[src/rtl/mymv_interp_gate.sv]
// Trigger-gated linear interpolator: replays coarse samples at the fine trig rate as exact linear ramps.
// Optional sticky underrun/overrun status is compiled in with MV_INTERP_STATUS_EN.
module mymv_interp_gate #(
    parameter int STEPS = 4,
    parameter int K     = $clog2(STEPS)
) (
    input  logic               clk,
    input  logic               rst,
    input  logic               din_vld,
    input  logic signed [31:0] din,
    input  logic               trig,
    output logic signed [31:0] dout,
    output logic               dout_vld,
    output logic               underrun,
    output logic               overrun,
    input  logic               flag_clr
);

    localparam int AW = 34 + K;
    localparam logic [K:0] STEPS_W = STEPS[K:0];

    localparam logic [1:0] IDLE  = 2'd0;
    localparam logic [1:0] PRIME = 2'd1;
    localparam logic [1:0] RUN   = 2'd2;

    logic [1:0]           state, state_mid;
    logic signed [31:0]   tgt;
    logic signed [AW-1:0] acc, acc_mid, acc_next, base;
    logic signed [33:0]   delta, delta_mid;
    logic [K:0]           step, step_mid, step_next;
    logic                 set_u, set_o, emit;
    logic signed [31:0]   dout_next;

    // A din_vld is applied first (segment load), then a same-cycle trig steps the new segment.
    always_comb begin
        base      = (AW'(tgt)) <<< K;
        state_mid = state;
        acc_mid   = acc;
        delta_mid = delta;
        step_mid  = step;
        acc_next  = acc;
        step_next = step;
        set_u     = 1'b0;
        set_o     = 1'b0;
        emit      = 1'b0;
        if (state == IDLE) begin
            if (din_vld) begin
                acc_next  = (AW'(din)) <<< K;
                step_next = STEPS_W;
                state_mid = PRIME;
            end
        end else begin
            if (din_vld) begin
                if (step < STEPS_W) begin
                    acc_mid = base;
                    set_o   = 1'b1;
                end
                delta_mid = 34'(din) - 34'(tgt);
                step_mid  = '0;
                state_mid = RUN;
            end
            acc_next  = acc_mid;
            step_next = step_mid;
            if (trig) begin
                emit = 1'b1;
                if (state_mid == RUN) begin
                    if (step_mid < STEPS_W) begin
                        acc_next  = acc_mid + AW'(delta_mid);
                        step_next = step_mid + (K+1)'(1);
                    end else begin
                        set_u = 1'b1;
                    end
                end
            end
        end
        dout_next = 32'(acc_next >>> K);
    end

    always_ff @(posedge clk) begin
        if (rst) begin
            state    <= IDLE;
            tgt      <= '0;
            acc      <= '0;
            delta    <= '0;
            step     <= STEPS_W;
            dout     <= '0;
            dout_vld <= 1'b0;
        end else begin
            state    <= state_mid;
            acc      <= acc_next;
            delta    <= delta_mid;
            step     <= step_next;
            dout_vld <= emit;
            if (din_vld)
                tgt <= din;
            if (emit)
                dout <= dout_next;
        end
    end

`ifdef MV_INTERP_STATUS_EN
    always_ff @(posedge clk) begin
        if (rst) begin
            underrun <= 1'b0;
            overrun  <= 1'b0;
        end else begin
            if (set_u)
                underrun <= 1'b1;
            else if (flag_clr)
                underrun <= 1'b0;
            if (set_o)
                overrun <= 1'b1;
            else if (flag_clr)
                overrun <= 1'b0;
        end
    end
`else
    logic unused_status;
    assign unused_status = flag_clr | set_u | set_o;
    assign underrun      = 1'b0;
    assign overrun       = 1'b0;
`endif

endmodule

[config.mk]
export PLATFORM = sky130hd
export DESIGN_NAME = mymv_interp_gate
export DESIGN_NICKNAME = d
export VERILOG_FILES = /design/src/rtl/mymv_interp_gate.sv
export SDC_FILE = /design/constraint.sdc
export NUM_CORES = 1
export LEC_CHECK = 0
export BUFFER_PORTS_ARGS = -buffer_cell sky130_fd_sc_hd__buf_2
export CORE_MARGIN = 8
export CORE_UTILIZATION = 30
export DETAILED_ROUTE_END_ITERATION = 12
export GPL_TIMING_DRIVEN = 0
export PLACE_DENSITY = 0.45
export SYNTH_ARGS = -nofsm -noshare
export SYNTH_HDL_FRONTEND = slang
export SYNTH_SLANG_ARGS = --single-unit
[constraint.sdc]
create_clock -name clk -period 13.6 [get_ports clk]
set_clock_uncertainty 0.1 [all_clocks]
set_input_delay 0.68 -clock clk [delete_from_list [all_inputs] [get_ports clk]]
set_output_delay 0.68 -clock clk [all_outputs]
set_load 0.05 [all_outputs]
==> flow_summary.json <==
{
  "synth_warnings": 0,
  "grt_antenna_before_repair": 0,
  "gp_congestion": 0.904,
  "post_cts_buffers": 0,
  "synth-seq-cells": 138,
  "ios": 72,
  "wire_per_inst_um": 22.4,
  "area_growth_pct": 15.6,
  "leakagePower_nw": 4.83,
  "synthArstFlopShare_pct": 0,
  "cp-start-kind": "flip-flop",
  "hold_viol_final": 0,
  "hold_path_class": "flip-flop to flip-flop",
  "clock_latency_ps": 450,
  "synth_compound_area_share_pct": 26.5,
  "synth_ff_type": "dfxtp_1",
  "cp-end-kind": "flip-flop",
  "synth_fa_ha_area_share_pct": 8.49,
  "vias": 10200,
  "p_clk_share_pct": 35.4,
  "cts_sinks": 138,
  "cts_inserted_buffers": 17,
  "drive_gt1_share_pct": 10.4,
  "post_drt_via_cell_ratio": 5.41,
  "yosysUniqueCellTypes": 74,
  "overflow": 0,
  "pwr-share-comb_pct": 34.9,
  "arrival_ps": 6900,
  "grt_usage_pct": 21.3,
  "cts_tree": "yes",
  "hold_buffers": 0,
  "tightestPinTransition_ps": 1360,
  "antenna_cells": 0,
  "p_per_area_mw_per_mm2": 133,
  "post_cts_resized": 0,
  "cts-root-buf": "clkbuf_16",
  "synth-xor-area-share_pct": 4.61,
  "port-buffer-count": 67,
  "min_period_over_period_pct": 48.9,
  "remaining_drc_errors": 0,
  "grt_pass1_vias": 9902,
  "critPathKind": "flip-flop to flip-flop",
  "fin_tns_setup_ps": 0,
  "htree_num_levels": 4,
  "netlist_area_mm2": 0.0101,
  "netlist_instances": 1332,
  "rsz0062_at_grt": "no",
  "cts_max_path_buffers": 2,
  "cap_violations": 0,
  "synth_edf_count": 0,
  "status": "complete, no violations",
  "ant_nets": 0,
  "place_hpwl_um": 32000,
  "synth_top_family_by_area": "compound AO/OA/AOI/OAI gates",
  "muxShareOfSynthArea_pct": 6.95,
  "maxSlewHeadroom_pct": 6.71,
  "dieArea_mm2": 0.0396,
  "seq_area_frac_synth_pct": 27.5,
  "drt_pre_antenna_iters": 5,
  "p_seq_share_pct": 29.7,
  "ir_drop_mv": 0.0962,
  "grt_max_degree": 17,
  "required_ps": 13850,
  "die_h_um": 199,
  "grt_pass1_wl_um": 62200,
  "avgSynthCellArea_um2": 7.55,
  "drv_slew": 0,
  "fin_nets": 1523,
  "fp-row-count": 67,
  "dr.first_iter.drc_count": 746,
  "die_w_um": 199,
  "finalPower_mw": 1.55,
  "finalSetupViolations": 0,
  "clkTransAtPathRegs_ps": 70,
  "core-area_mm2": 0.0333,
  "finalCriticalPeriod_ps": 6650,
  "wirelength_um": 42200,
  "intPower_mw": 0.965,
  "cp_max_fo": 5,
  "floorplan.initialDensity_pct": 30.2,
  "max_freq_mhz": 150,
  "switching_share_pct": 37.7,
  "switchingPower_mw": 0.583,
  "synth-simple-area-share_pct": 20.4
}
==> kinds of logic (layout without fill, tap and decap cells) <==
group	count (synthesis)	after routing
DFF	138	138
xor gates and xnor gates	52	52
other	1	2
buffers and inverters	142	241
and+or+nand+nor	457	457
AOI/OAI and AO/OA	409	409
adders and majority gates	67	67
muxes	66	66
==> cell usage after synthesis, types with 5 or more instances <==
master,number,share of area [%]
o21a_1,12,0.90
nor2_1,127,4.7
and3_1,14,0.87
a21o_1,36,2.7
mux2_2,26,2.9
a21oi_1,152,7.6
ha_1,65,8.1
dfxtp_1,138,27
nand2b_1,8,0.50
inv_1,62,2.3
xnor2_1,38,3.3
a211oi_1,27,2.0
buf_1,9,0.34
nand2_1,188,7.0
a311oi_1,6,0.52
clkbuf_1,64,2.4
o21ai_0,66,3.3
a31oi_1,11,0.68
o2111ai_1,8,0.70
o211ai_1,12,0.90
nor3_1,22,1.1
nor2b_1,12,0.75
xor2_1,13,1.1
or3_1,16,1.0
a221oi_1,25,2.2
and2_1,8,0.50
nand3b_1,5,0.37
mux2i_1,39,3.9
nand3_1,31,1.5
o21bai_1,11,0.82
nand4_1,6,0.37
==> sequential cells by signal, summed over array words and instances, names as in the netlist <==
register,flops
acc,34
delta,34
dout,32
dout_vld,1
state,2
step,3
tgt,32
==> placed cells by master, fill, tap and decap left out, types with 13 or more instances in the layout <==
cell,synthesis,layout
xor2_1,13,13
nor3_1,22,22
nand2_1,188,188
nor2_1,127,127
clkbuf_16,0,17
and3_1,14,14
ha_1,65,65
mux2i_1,39,39
dfxtp_1,138,138
a211oi_1,27,27
a21oi_1,152,152
inv_1,62,62
xnor2_1,38,38
or3_1,16,16
a221oi_1,25,25
clkbuf_1,64,64
a21o_1,36,36
nand3_1,31,31
mux2_2,26,26
buf_2,1,68
o21ai_0,66,66
==> worst max-delay path, cell delays in order (launching register included) <==
cell	delay (ps)
dfxtp_1	330
inv_1	70
ha_1	350
and3_1	200
a21bo_1	280
a21o_1	290
a2111oi_0	1200
o21ai_1	270
a31oi_1	440
o21ai_0	230
nor2b_1	190
xnor2_1	120
mux2_2	280
ha_1	360
and3_1	200
nand2_1	140
nor2_1	80
a221oi_1	240
o21ai_0	250
o211ai_1	240
or3b_1	420
a221oi_2	270
==> through the flow <==
step / hold slack, ps / worst slack (ps) / area [um^2] / util [%] / cells
5_1_grt: 373 / 6690 / 11600 / 34.9 / 1880
4_1_cts: 354 / 7010 / 11600 / 34.9 / 1880
6_report: 349 / 6950 / 11600 / 34.9 / 1880
2_1_floorplan: 329 / 7910 / 10100 / - / 1333
3_3_place_gp: 335 / 6570 / 11000 / 32.9 / 1848
3_5_place_dp: 344 / 6590 / 11000 / 32.9 / 1848
==> layout make-up <==
cell class                      instances  area [um^2]
Multi-Input combinational cell       1053         6740
Clock inverter                         13          211
Clock buffer                           19          453
Fill cell                            3627        21700
Buffer                                 78          317
Inverter                               64          240
Sequential cell                       138         2760
Timing Repair Buffer                   67          335
Tap cell                              448          561
==> power groups by stage <==
stage          Combinational, mW  Sequential [mW]  Clock (mW)
5_1_grt                    0.590            0.464       0.574
3_3_place_gp               0.533            0.468           0
2_1_floorplan              0.357            0.487           0
4_1_cts                    0.537            0.459       0.559
6_report                   0.540            0.460       0.548
3_5_place_dp               0.533            0.468           0
==> worst paths after layout <==
check                               from       end  slack [ps]  depth (start not counted)
worst max register to register    tgt[5]   acc[32]        6950                         21
worst min-delay path            delta[5]  delta[5]         350                          2
worst min register to register  delta[5]  delta[5]         350                          2
worst max-delay path              tgt[5]   acc[32]        6950                         21
==> per-layer routing <==
| metal | track usage, % | part of all wire [%] | vias up |
|---|---|---|---|
| met5 | 0 | 0 | - |
| met4 | 8.21 | 3.5 | 0 |
| met3 | 3.52 | 4.7 | 71 |
| met2 | 35.9 | 47 | 277 |
| met1 | 26.8 | 45 | 4875 |
| li1 | - | - | 4944 |
Note: power is estimated with default switching activity, not from simulation.
